**src/rtl/ring_osc_meas_ctrl.sv**
```systemverilog
// ring_osc_meas_ctrl
//
// Measurement controller for an enable-gated ring oscillator. A start request
// enables the ring and waits a settle window. It then counts synchronised
// rising edges of the ring output over a fixed gate window of system clocks,
// disables the ring, and reports the saturating edge count with a one-cycle
// done pulse.
//
// Ports:
//   clk      - system clock, all logic on the rising edge
//   rst      - synchronous active-high reset
//   start    - measurement request, only honoured in idle
//   abort    - cancel a measurement in settle/measure (also blocks start in idle)
//   ring_clk - ring oscillator output, asynchronous to clk
//   ring_en  - ring oscillator enable, driven straight from a flop
//   busy     - high while settling or measuring
//   done     - one-cycle pulse, count/overflow valid in the same cycle
//   count    - rising edges seen in the last completed window, saturating
//   overflow - an edge was lost to saturation in the last completed window

module ring_osc_meas_ctrl #(
  parameter int unsigned GATE_CYCLES   = 1024,
  parameter int unsigned SETTLE_CYCLES = 4,
  parameter int unsigned SYNC_STAGES   = 2,
  parameter int unsigned CNT_WIDTH     = 16
) (
  input  logic                 clk,
  input  logic                 rst,
  input  logic                 start,
  input  logic                 abort,
  input  logic                 ring_clk,
  output logic                 ring_en,
  output logic                 busy,
  output logic                 done,
  output logic [CNT_WIDTH-1:0] count,
  output logic                 overflow
);

  localparam int unsigned GateW   = $clog2(GATE_CYCLES + 1);
  localparam int unsigned SettleW = $clog2(SETTLE_CYCLES + 1);

  localparam logic [GateW-1:0]     GateLast   = GateW'(GATE_CYCLES - 1);
  localparam logic [SettleW-1:0]   SettleLast = SettleW'(SETTLE_CYCLES - 1);
  localparam logic [GateW-1:0]     GateOne    = GateW'(1);
  localparam logic [SettleW-1:0]   SettleOne  = SettleW'(1);
  localparam logic [CNT_WIDTH-1:0] AccOne     = CNT_WIDTH'(1);

  typedef enum logic [1:0] {
    StIdle,
    StSettle,
    StMeasure,
    StDone
  } state_e;

  state_e state_q;

  logic [SYNC_STAGES-1:0] sync_q;
  logic                   sync_prev_q;
  logic                   rise;

  logic [SettleW-1:0]   settle_cnt_q;
  logic [GateW-1:0]     gate_cnt_q;
  logic [CNT_WIDTH-1:0] acc_q;
  logic                 acc_ovf_q;
  logic [CNT_WIDTH-1:0] acc_d;
  logic                 acc_ovf_d;

  logic                 ring_en_q;
  logic                 busy_q;
  logic                 done_q;
  logic [CNT_WIDTH-1:0] count_q;
  logic                 overflow_q;

  // Synchroniser chain plus one extra flop holding the previous synchronised
  // value for rising-edge detection. Runs regardless of state; stale data left
  // over from a previous run is flushed by discarding edges during settle.
  always_ff @(posedge clk) begin
    if (rst) begin
      sync_q      <= '0;
      sync_prev_q <= 1'b0;
    end else begin
      sync_q      <= {sync_q[SYNC_STAGES-2:0], ring_clk};
      sync_prev_q <= sync_q[SYNC_STAGES-1];
    end
  end

  assign rise = sync_q[SYNC_STAGES-1] & ~sync_prev_q;

  // Saturating accumulate. Overflow marks an edge that arrived while the
  // accumulator was already at its maximum, i.e. information was lost.
  always_comb begin
    acc_d     = acc_q;
    acc_ovf_d = acc_ovf_q;
    if (rise) begin
      if (acc_q == '1) begin
        acc_ovf_d = 1'b1;
      end else begin
        acc_d = acc_q + AccOne;
      end
    end
  end

  // Control FSM with all outputs registered so ring_en cannot glitch.
  always_ff @(posedge clk) begin
    if (rst) begin
      state_q      <= StIdle;
      settle_cnt_q <= '0;
      gate_cnt_q   <= '0;
      acc_q        <= '0;
      acc_ovf_q    <= 1'b0;
      ring_en_q    <= 1'b0;
      busy_q       <= 1'b0;
      done_q       <= 1'b0;
      count_q      <= '0;
      overflow_q   <= 1'b0;
    end else begin
      done_q <= 1'b0;
      unique case (state_q)
        StIdle: begin
          if (start && !abort) begin
            state_q      <= StSettle;
            ring_en_q    <= 1'b1;
            busy_q       <= 1'b1;
            settle_cnt_q <= '0;
            acc_q        <= '0;
            acc_ovf_q    <= 1'b0;
          end
        end

        StSettle: begin
          if (abort) begin
            state_q   <= StIdle;
            ring_en_q <= 1'b0;
            busy_q    <= 1'b0;
          end else if (settle_cnt_q == SettleLast) begin
            state_q    <= StMeasure;
            gate_cnt_q <= '0;
          end else begin
            settle_cnt_q <= settle_cnt_q + SettleOne;
          end
        end

        StMeasure: begin
          if (abort) begin
            state_q   <= StIdle;
            ring_en_q <= 1'b0;
            busy_q    <= 1'b0;
          end else begin
            acc_q     <= acc_d;
            acc_ovf_q <= acc_ovf_d;
            if (gate_cnt_q == GateLast) begin
              // Load results from the next-state values so the edge seen in
              // the final gate cycle is included.
              state_q    <= StDone;
              ring_en_q  <= 1'b0;
              busy_q     <= 1'b0;
              done_q     <= 1'b1;
              count_q    <= acc_d;
              overflow_q <= acc_ovf_d;
            end else begin
              gate_cnt_q <= gate_cnt_q + GateOne;
            end
          end
        end

        StDone: begin
          state_q <= StIdle;
        end

        default: begin
          state_q   <= StIdle;
          ring_en_q <= 1'b0;
          busy_q    <= 1'b0;
        end
      endcase
    end
  end

  assign ring_en  = ring_en_q;
  assign busy     = busy_q;
  assign done     = done_q;
  assign count    = count_q;
  assign overflow = overflow_q;

endmodule

```
**config.mk**
```make
export PLATFORM = sky130hd
export DESIGN_NAME = ring_osc_meas_ctrl
export DESIGN_NICKNAME = d
export VERILOG_FILES = /design/src/rtl/ring_osc_meas_ctrl.sv
export SDC_FILE = /design/constraint.sdc
export NUM_CORES = 1
export LEC_CHECK = 0
export ABC_AREA = 1
export BUFFER_PORTS_ARGS = -buffer_cell sky130_fd_sc_hd__buf_2
export CORE_UTILIZATION = 50
export DETAILED_ROUTE_END_ITERATION = 10
export PLACE_DENSITY = 0.72
export SYNTH_ARGS = -nofsm -noshare
export SYNTH_HDL_FRONTEND = slang
export SYNTH_SLANG_ARGS = --single-unit
```
**constraint.sdc**
```tcl
create_clock -name clk -period 4.6 [get_ports clk]
set_input_delay 0.92 -clock clk [delete_from_list [all_inputs] [get_ports clk]]
set_output_delay 0.92 -clock clk [all_outputs]
set_load 0.02 [all_outputs]
```
# Yosys cells after proc, flatten, opt, wreduce, memory -nomap -nowiden
# Index checks and enable logic that the tools add are counted.
# op_classes
add_sub_neg	3
n_bitwise	4
n_shift	0
n_eq_ne	15
n_mul	0
reduce_logical	14
muxes	31
div	0
order_cmp	0
# ops
cell	n
16-bit 2-to-1 mux	4
11-bit 2-to-1 mux	4
16-bit one-hot mux with 2 select lines	1
11-bit one-hot mux with 2 select lines	1
16-bit by 1-bit adder with 16-bit output, second input constant	1
16-bit equality test, second input constant	1
2-bit inequality test, second input constant	7
11-bit by 1-bit adder with 11-bit output, second input constant	1
11-bit by 10-bit equality test with 1-bit output, second input constant	1
2-bit 2-to-1 mux	5
1-bit 2-to-1 mux	9
3-bit 2-to-1 mux	3
3-bit AND reduction	3
2-bit one-hot mux with 4 select lines	1
4-bit AND reduction	2
3-bit inequality test, second input constant	2
3-bit one-hot mux with 2 select lines	1
2-bit nonzero test	3
5-bit AND reduction	1
2-bit equality test, second input constant	2
3-bit by 1-bit adder with 3-bit output, second input constant	1
3-bit by 2-bit equality test with 1-bit output, second input constant	1
1-bit inverter	3
1-bit one-hot mux with 3 select lines	1
other kinds (8)	8
# totals
mem_count	0
ff_bits	55
ram_bits	0
word_cells	78
romBits	0
inputBits	5
out_inout_bits	20
latch_bits	0

# Logic depth before layout (Yosys ltp)
# Gate-level depths: netlist of the first run.
# depth
word_depth	5
mapped_depth	12
mapped_depth_nobuf	12

# Least setup slack after synthesis of the first run
# Ideal clock, no wire load.
# synth_path
path_type	input to register
start	input abort
end	register acc_q[14]
setup_slack_ns	2.811
path_buffers	1
stages	8
t_arrival_ns	1.718
required_time_ns	4.530
setup_time_ns	0.070
path_cell_list	inv_2 -> nand2_1 -> nand2_1 -> nand2_1 -> inv_2 -> buf_2 -> nand3_1 -> a21oi_1
# synth_between
elab_chain_len	4
elab_cells_between_ends	5
cone_classes	eq/ne (2); reduce/logical (3)
# synth_lines
element	line	rtl
start: declaration	30	input logic abort,
1-bit zero test	120	if (start && !abort) begin
1-bit logical AND	120	
2-bit inequality test (no source line)	--	
3-bit AND reduction (no source line) (*)	--	
end signal: assignment	109	acc_q <= '0;
end signal: assignment	125	acc_q <= '0;
end signal: assignment	149	acc_q <= acc_d;
end: declaration	63	logic [CNT_WIDTH-1:0] acc_q;
# Every way passes the cells marked *; elsewhere a longest branch is shown, timed or not.
# A chain may end at the register's enable or synchronous reset.

==> results.json, run 1 <==
{
  "clock_sinks": 55,
  "post-place-cells": 534,
  "die_w_um": 80.4,
  "cts_root_buf": "clkbuf_8",
  "setup.worst_path.end_class": "flop",
  "status": "complete, no violations",
  "setup_slack_ps": 2170,
  "dp_slack_ps": 1830,
  "viasPerCell": 5.12,
  "pwr-share-clk": 0.244,
  "syn-instance-count": 448,
  "crit_path_frequent_cell": "nand2_1",
  "syn_nets": 461,
  "post_cts_buffers": 0,
  "cpMaxStageDelayCell": "clkinv_1",
  "vdd_drop_max_mv": 0.198,
  "whs_path_depth": 2,
  "ys.flop_type": "dfxtp_1",
  "drv_cap": 0,
  "hold_buffers": 0,
  "synth_top_cell_by_area": "dfxtp_1",
  "core_region_area_um2": 5920,
  "area_delta_synth_final_pct": 6.76,
  "worstSetupStartpointType": "primary input",
  "fin_setup_tns_ps": 0,
  "gp_congestion": 0.808,
  "routedWlPerCell_um": 11.9,
  "synth.avg_cell_area_um2": 6.86,
  "leakagePower_nw": 1.49,
  "cts_buffers": 5,
  "grt_pass1_wl_um": 10900,
  "worstPathCellList": "buf_2, clkinv_1, nand2_1, inv_1, nand2_1, nor2_1",
  "final_cell_area_um2": 3280,
  "finish.utilization": 0.554,
  "yosysMostFrequentCell": "nand2_1",
  "post-route-period-util": 0.528,
  "drtPass1Iterations": 4,
  "dpl.hpwl_um": 4540,
  "p_sw_uw": 409,
  "cts_tree": "done",
  "drc": 0,
  "power_mw": 1.09,
  "hold_start": "sync_q[0]$_SDFF_PP0_",
  "combPwrFrac": 0.289,
  "wl_um": 6470,
  "floorplan.rows": 28,
  "timing.rr.start": "acc_q[0]$_SDFFE_PP0P_",
  "place_area_um2": 3200,
  "clk-insertion-delay-late_ps": 310,
  "synth-edff-count": 0,
  "synth_seq_area_share": 0.358,
  "synthDistinctLibCells": 36,
  "ant_nets": 0,
  "arrival_ps": 2650,
  "die_area_um2": 6470,
  "grt_overflow": 0,
  "crit_type": "in -> reg",
  "whs_endpoint": "sync_q[1]$_SDFF_PP0_",
  "drive_above_1_share": 0.141,
  "worst_hold_slack_ps": 413,
  "ff2ff_setup_slack_ps": 2650,
  "synth_common_cells": "128 x nand2_1, 55 x dfxtp_1, 55 x inv_1, 35 x a21oi_1",
  "stdcell_count": 542,
  "synthArstFlopShare": 0,
  "setup_viol": 0,
  "r2r_cells": 9,
  "critPathRequiredTime_ps": 4820,
  "cp.depth": 6,
  "clkTransAtPathRegs_ps": 100,
  "hp-class": "reg -> reg",
  "io_pins": 25,
  "diodes": 0,
  "syn_area_um2": 3070,
  "vias": 2773,
  "yosys-top-cells-area": "dfxtp_1 36%, nand2_1 16%, inv_1 6.7%",
  "fin_crit_ps": 2430,
  "track_usage": 0.215,
  "grt_max_degree": 33,
  "grt_pass1_vias": 2502,
  "slew_violations": 0,
  "die_y_um": 80.4,
  "cp_top_family": "buffers and inverters",
  "cp_num_buf_inv": 3,
  "swShare": 0.374,
  "power_density_nw_per_um2": 333,
  "drt_iter0_drc": 92,
  "max_stage_delay_ps": 670,
  "rsz0062_at_grt": "false",
  "synth_seq_cells": 55,
  "cts.repair.resized": 0,
  "skew_ps": 11.8,
  "start_util": 0.519,
  "slew_headroom": 0.504,
  "tightest_slew_ps": 743,
  "r2r_end": "count[1]$_SDFFE_PP0P_",
  "nets": 479,
  "p_seq_frac": 0.467,
  "antenna_found_initial": 0,
  "synth_top_area_share": 0.358,
  "p_int_uw": 683,
  "path_max_fanout": 32,
  "hold_violations": 0,
  "timing.fmax_mhz": 412,
  "yosys_warnings": 0,
  "ctsHtreeMaxLevel": 2,
  "cts.path.max_buffers": 2,
  "port_buffers": 24
}
-- worst reg2reg max path, stage by stage (launching register included) --
cell and delay [ps]:
dfxtp_1 430, ha_1 270, inv_1 70, nor2_2 160
nand4_2 360, nand2_1 200, nand2_1 80, and2_0 150
o21ai_1 110, inv_1 40
-- routing by layer --
| layer | part of all wire | GRT usage | up-vias |
|---|---|---|---|
| met4 | 0.018 | 0.0821 | 0 |
| li1 | - | - | 1459 |
| met3 | 0.036 | 0.0352 | 13 |
| met5 | 0 | 0 | - |
| met1 | 0.47 | 0.263 | 1250 |
| met2 | 0.48 | 0.375 | 51 |
-- cells in the final DEF (no fill, tap or decap), types with 6 or more instances in the layout --
master	Yosys	layout
inv_1	55	55
buf_2	4	24
nand3_2	6	6
nand2_2	7	7
nand3_1	33	33
o21ai_0	17	17
dfxtp_1	55	55
a21oi_1	35	35
nand2_1	128	128
ha_1	8	8
o21a_1	10	10
nor2_1	33	33
-- power by group through the flow --
| stage | combinational, mW | clock [mW] | sequential [mW] |
|---|---|---|---|
| 2_1_floorplan | 0.254 | 0 | 0.522 |
| 3_3_place_gp | 0.306 | 0 | 0.520 |
| 3_5_place_dp | 0.314 | 0 | 0.521 |
| 4_1_cts | 0.317 | 0.277 | 0.510 |
| 5_1_grt | 0.358 | 0.294 | 0.514 |
| 6_report | 0.315 | 0.267 | 0.510 |
-- layout make-up --
class / instances / area (um^2)
clock inverters: 2 / 12.5
multi-input cells: 318 / 1650
repair buffers: 24 / 120
flip-flops and latches: 55 / 1100
well taps: 75 / 93.8
inverters: 62 / 233
clock buffers: 6 / 72.6
fillers: 590 / 2640
-- how the worst max path moves through the flow --
stage | from | end | slack [ps]
finish | rst | gate_cnt_q[7]$_SDFFE_PP0P_ | 2170
global placement | rst | gate_cnt_q[7]$_SDFFE_PP0P_ | 1860
CTS | rst | gate_cnt_q[7]$_SDFFE_PP0P_ | 2180
detailed placement | rst | gate_cnt_q[7]$_SDFFE_PP0P_ | 1830
global route | rst | gate_cnt_q[7]$_SDFFE_PP0P_ | 1970
floorplan | abort | acc_q[14]$_SDFFE_PP0P_ | 2810
-- flip-flops by register name, summed over array words and instances (netlist names) --
signal        cells
count            16
acc_ovf_q         1
acc_q            16
sync_q            2
busy              1
gate_cnt_q       11
overflow          1
sync_prev_q       1
state_q           2
settle_cnt_q      3
done              1
-- cell families (layout without fill, tap and decap cells) --
logic type,count (synthesis),after routing,synth area share
xor gates and xnor gates,6,6,0.0171
adders and majority gates,8,8,0.0326
buffers and inverters,75,94,0.105
and+or+nand+nor,236,236,0.364
DFF,55,55,0.358
AOI/OAI and AO/OA,68,68,0.123
(Power assumes the default switching activity.)
==> run 2, diff against run 1 <==
Settings changed: ABC_AREA 1 to 0, PLACE_DENSITY 0.72 to 0.73.
Clock period 4.6 ns to 2.3 ns, I/O delays scaled along.
==> results.json, run 2 <==
{
  "status": "complete, no violations",
  "die_y_um": 79.2,
  "power_mw": 1.62,
  "path_max_fanout": 9,
  "synthDistinctLibCells": 60,
  "clk-insertion-delay-late_ps": 310,
  "cts.path.max_buffers": 2,
  "synth_common_cells": "55 x dfxtp_1, 44 x nor2_1, 24 x nand2_1, 21 x a21oi_1",
  "hold_buffers": 0,
  "slew_headroom": 0.587,
  "yosys-top-cells-area": "dfxtp_1 37%, nor2_1 5.5%, a21oi_1 3.5%",
  "viasPerCell": 5.81,
  "nets": 381,
  "leakagePower_nw": 1.16,
  "yosysMostFrequentCell": "dfxtp_1",
  "cts_root_buf": "clkbuf_8",
  "drc": 0,
  "grt_max_degree": 22,
  "syn_nets": 359,
  "track_usage": 0.217,
  "whs_path_depth": 2,
  "cts_tree": "done",
  "synth_seq_cells": 55,
  "antenna_found_initial": 0,
  "drv_cap": 0,
  "power_density_nw_per_um2": 497,
  "floorplan.rows": 27,
  "final_cell_mix": "55 x dfxtp_1, 44 x nor2_1, 24 x nand2_1, 24 x buf_2, 21 x a21oi_1",
  "post-route-period-util": 0.919,
  "hold_violations": 0,
  "synth_top_cell_by_area": "dfxtp_1",
  "die_w_um": 79.2,
  "setup_viol": 0,
  "drt_iter0_drc": 122,
  "ctsHtreeMaxLevel": 2,
  "synth_seq_area_share": 0.370,
  "layout_commonest_cell": "dfxtp_1",
  "syn-instance-count": 346,
  "post_cts_buffers": 0,
  "tightest_slew_ps": 614,
  "clock_sinks": 55,
  "fillers": 520,
  "r2r_cells": 7,
  "synthArstFlopShare": 0,
  "drtPass1Iterations": 5,
  "synth_top_area_share": 0.370,
  "fin_crit_ps": 2110,
  "gp_congestion": 0.825,
  "fin_setup_tns_ps": 0,
  "hp-class": "in -> reg",
  "cts_buffers": 5,
  "routedWlPerCell_um": 14.4,
  "timing.fmax_mhz": 473,
  "vdd_drop_max_mv": 0.224,
  "critPathRequiredTime_ps": 2500,
  "syn_area_um2": 2980,
  "grt_pass1_vias": 2334,
  "slew_violations": 0,
  "drive_above_1_share": 0.190,
  "vias": 2556,
  "die_area_um2": 6270,
  "diodes": 0,
  "regArea_um2": 1100,
  "final_cell_area_um2": 3260,
  "core_region_area_um2": 5610,
  "wl_um": 6350,
  "multi_input_area_um2": 1740,
  "synth.avg_cell_area_um2": 8.61,
  "arrival_ps": 2320,
  "synth-edff-count": 0,
  "yosys_warnings": 0,
  "dpl.hpwl_um": 4550,
  "port_buffers": 24,
  "worstSetupStartpointType": "flop",
  "grt_pass1_wl_um": 10800,
  "grt_overflow": 0,
  "ant_nets": 0,
  "io_pins": 25,
  "setup.worst_path.end_class": "flop",
  "cts.repair.resized": 0,
  "clkTransAtPathRegs_ps": 100,
  "place_area_um2": 3180,
  "skew_ps": 8.39,
  "start_util": 0.531,
  "ys.flop_type": "dfxtp_1",
  "area_delta_synth_final_pct": 9.62,
  "crit_type": "reg -> reg",
  "rsz0062_at_grt": "false"
}
run 2: power breakdown:
group	leakage, nW	switching [mW]	total (mW)	internal [mW]
registers	0.444	0.00504	0.964	0.959
logic	0.673	0.0723	0.109	0.0370
clock network	0.0470	0.313	0.550	0.237
run 2: critical path: stages (launching register included):
cell      delay, ps
dfxtp_1         350
ha_1            200
ha_1            200
nor4bb_1        160
or4_1           700
nand3_1         170
xor2_1          160
nor2_1           60
run 2: cell type report:
class                   instances  share of cell area
repair buffers                 36              0.0644
clock buffers                   6              0.0253
multi-input cells             261               0.534
flip-flops and latches         55               0.337
well taps                      72              0.0276
clock inverters                 1             0.00153
inverters                       9              0.0103
run 2: worst paths after layout:
check | startpoint | endpoint | slack, ps
worst min register to register | sync_q[0]$_SDFF_PP0_ | sync_q[1]$_SDFF_PP0_ | 440
worst min-delay path | ring_clk | sync_q[0]$_SDFF_PP0_ | 370
worst max register to register | settle_cnt_q[0]$_SDFFE_PP0P_ | gate_cnt_q[4]$_SDFFE_PP0P_ | 190
worst max-delay path | settle_cnt_q[0]$_SDFFE_PP0P_ | gate_cnt_q[4]$_SDFFE_PP0P_ | 190
run 2: kinds of logic after synthesis:
| logic type | count (synthesis) | share of synthesized area |
|---|---|---|
| AND/OR/NAND/NOR | 152 | 0.303 |
| AO/OA/AOI/OAI | 78 | 0.177 |
| flip-flops | 55 | 0.370 |
| buffers and inverters | 30 | 0.0475 |
| XOR/XNOR | 20 | 0.0588 |
| adder cells (fa/ha/maj) | 8 | 0.0336 |
| multiplexers | 3 | 0.0101 |
run 2: metrics by stage:
stage / instances / util / hold WS, ps / worst slack, ps
after floorplan: 346 / - / 414 / 226
after global placement: 433 / 0.566 / 419 / 244
after detailed placement: 433 / 0.566 / 426 / 226
after CTS: 440 / 0.582 / 354 / 189
after global routing: 440 / 0.582 / 365 / 21.1
final: 440 / 0.582 / 370 / 186
run 2: per-layer routing:
layer,vias up,track usage,part of all wire
li1,1280,-,-
met1,1208,0.295,0.48
met2,58,0.346,0.46
met3,10,0.0356,0.043
met4,0,0.0782,0.015
met5,-,0,0
==> run 3, diff against run 2 <==
Settings changed: BUFFER_PORTS_ARGS -buffer_cell sky130_fd_sc_hd__buf_2 to -buffer_cell sky130_fd_sc_hd__buf_4.
==> results.json, run 3 (synthesis results as in run 2) <==
{
  "gp_congestion": 0.860,
  "path_max_fanout": 9,
  "hold_start": "ring_clk",
  "slew_violations": 0,
  "timing.rr.start": "settle_cnt_q[0]$_SDFFE_PP0P_",
  "drv_cap": 0,
  "fin_setup_tns_ps": 0,
  "hold_violations": 0,
  "crit_path_frequent_cell": "ha_1",
  "cpMaxStageDelayCell": "or4_1",
  "io_pins": 25,
  "post-route-period-util": 0.918,
  "grt_overflow": 0,
  "critPathRequiredTime_ps": 2500,
  "cts.repair.resized": 0,
  "cts_root_buf": "clkbuf_8",
  "nets": 379,
  "tightest_slew_ps": 623,
  "setup_slack_ps": 189,
  "vdd_drop_max_mv": 0.290,
  "setup.worst_path.end_class": "flop",
  "post_cts_buffers": 0,
  "whs_path_depth": 2,
  "slew_headroom": 0.581,
  "drc": 0,
  "worstSetupStartpointType": "flop",
  "die_y_um": 79.2,
  "dpl.hpwl_um": 4570,
  "dp_slack_ps": 196,
  "setup_viol": 0,
  "status": "complete, no violations",
  "rsz0062_at_grt": "false",
  "clkTransAtPathRegs_ps": 80,
  "start_util": 0.531,
  "die_area_um2": 6270,
  "arrival_ps": 2310,
  "skew_ps": 9.21,
  "port_buffers": 24,
  "cts.path.max_buffers": 2,
  "routedWlPerCell_um": 14.6,
  "drtPass1Iterations": 4,
  "ant_nets": 0,
  "drt_iter0_drc": 125,
  "final_cell_mix": "55 x dfxtp_1, 44 x nor2_1, 34 x buf_4",
  "area_delta_synth_final_pct": 10.6,
  "power_density_nw_per_um2": 475,
  "ctsHtreeMaxLevel": 2,
  "hp-class": "in -> reg",
  "final_cell_area_um2": 3290,
  "fin_crit_ps": 2110,
  "track_usage": 0.222,
  "grt_pass1_vias": 2407,
  "cts_buffers": 5,
  "max_stage_delay_ps": 700,
  "vias": 2522,
  "grt_max_degree": 39,
  "crit_type": "reg -> reg",
  "fillers": 529,
  "grt_pass1_wl_um": 11100,
  "timing.fmax_mhz": 474,
  "drive_above_1_share": 0.181,
  "cts_tree": "done",
  "leakagePower_nw": 1.15,
  "cp_top_family": "simple AND/OR/NAND/NOR gates",
  "wl_um": 6380,
  "place_area_um2": 3220,
  "diodes": 0,
  "clock_sinks": 55,
  "ff2ff_setup_slack_ps": 190,
  "viasPerCell": 5.77,
  "worstPathCellList": "ha_1, ha_1, nor4bb_1, or4_1, nand4_1, xor2_1, nor2_1",
  "layout_commonest_cell": "dfxtp_1",
  "core_region_area_um2": 5610,
  "cp_num_buf_inv": 0,
  "hold_buffers": 0,
  "power_mw": 1.57,
  "r2r_cells": 7,
  "clk-insertion-delay-late_ps": 300,
  "antenna_found_initial": 0,
  "r2r_end": "gate_cnt_q[8]$_SDFFE_PP0P_",
  "die_w_um": 79.2,
  "floorplan.rows": 27,
  "whs_endpoint": "sync_q[0]$_SDFF_PP0_"
}
run 3: changes by cell type in the layout (fill, tap and decap cells not counted):
cell,before,now
clkbuf_8,6,5
clkbuf_1,0,1
clkinv_2,1,0
buf_2,24,0
buf_4,12,34
run 3: area by class of cell:
class / count / area [um^2] / share of cell area
clock buffer: 6 / 72.6 / 0.0220
inverter: 9 / 33.8 / 0.0103
multi-input combinational: 261 / 1740 / 0.529
sequential: 55 / 1100 / 0.334
tap: 72 / 90.1 / 0.0273
timing repair buffer: 34 / 255 / 0.0775
run 3: worst max path at each step:
stage,to,cells after the start,from,slack [ps]
5_1_grt,gate_cnt_q[7]$_SDFFE_PP0P_,8,settle_cnt_q[0]$_SDFFE_PP0P_,10
2_1_floorplan,gate_cnt_q[9]$_SDFFE_PP0P_,9,settle_cnt_q[0]$_SDFFE_PP0P_,230
4_1_cts,gate_cnt_q[8]$_SDFFE_PP0P_,7,settle_cnt_q[0]$_SDFFE_PP0P_,190
6_report,gate_cnt_q[8]$_SDFFE_PP0P_,7,settle_cnt_q[0]$_SDFFE_PP0P_,190
3_5_place_dp,gate_cnt_q[8]$_SDFFE_PP0P_,7,settle_cnt_q[0]$_SDFFE_PP0P_,200
3_3_place_gp,count[8]$_SDFFE_PP0P_,6,gate_cnt_q[0]$_SDFFE_PP0P_,250
run 3: per-stage QoR:
step / hold WS, ps / instances / utilization
global placement: 424 / 431 / 0.575
global route: 367 / 437 / 0.587
detailed placement: 421 / 431 / 0.575
floorplan: 414 / 346 / -
CTS: 365 / 437 / 0.587
finish: 373 / 437 / 0.587
run 3: where the power goes:
group / switching, mW / internal (mW)
Combinational: 0.0718 / 0.0405
Clock: 0.285 / 0.204
Sequential: 0.00561 / 0.958
Total: 0.363 / 1.20
run 3: metal layers:
layer / wire length, um / GRT usage / part of all wire / vias up
met5: 0 / 0 / 0 / -
met4: 72 / 0.0600 / 0.011 / 0
met3: 266 / 0.0391 / 0.042 / 7
met2: 2980 / 0.374 / 0.47 / 52
met1: 3060 / 0.289 / 0.48 / 1179
li1: - / - / - / 1284
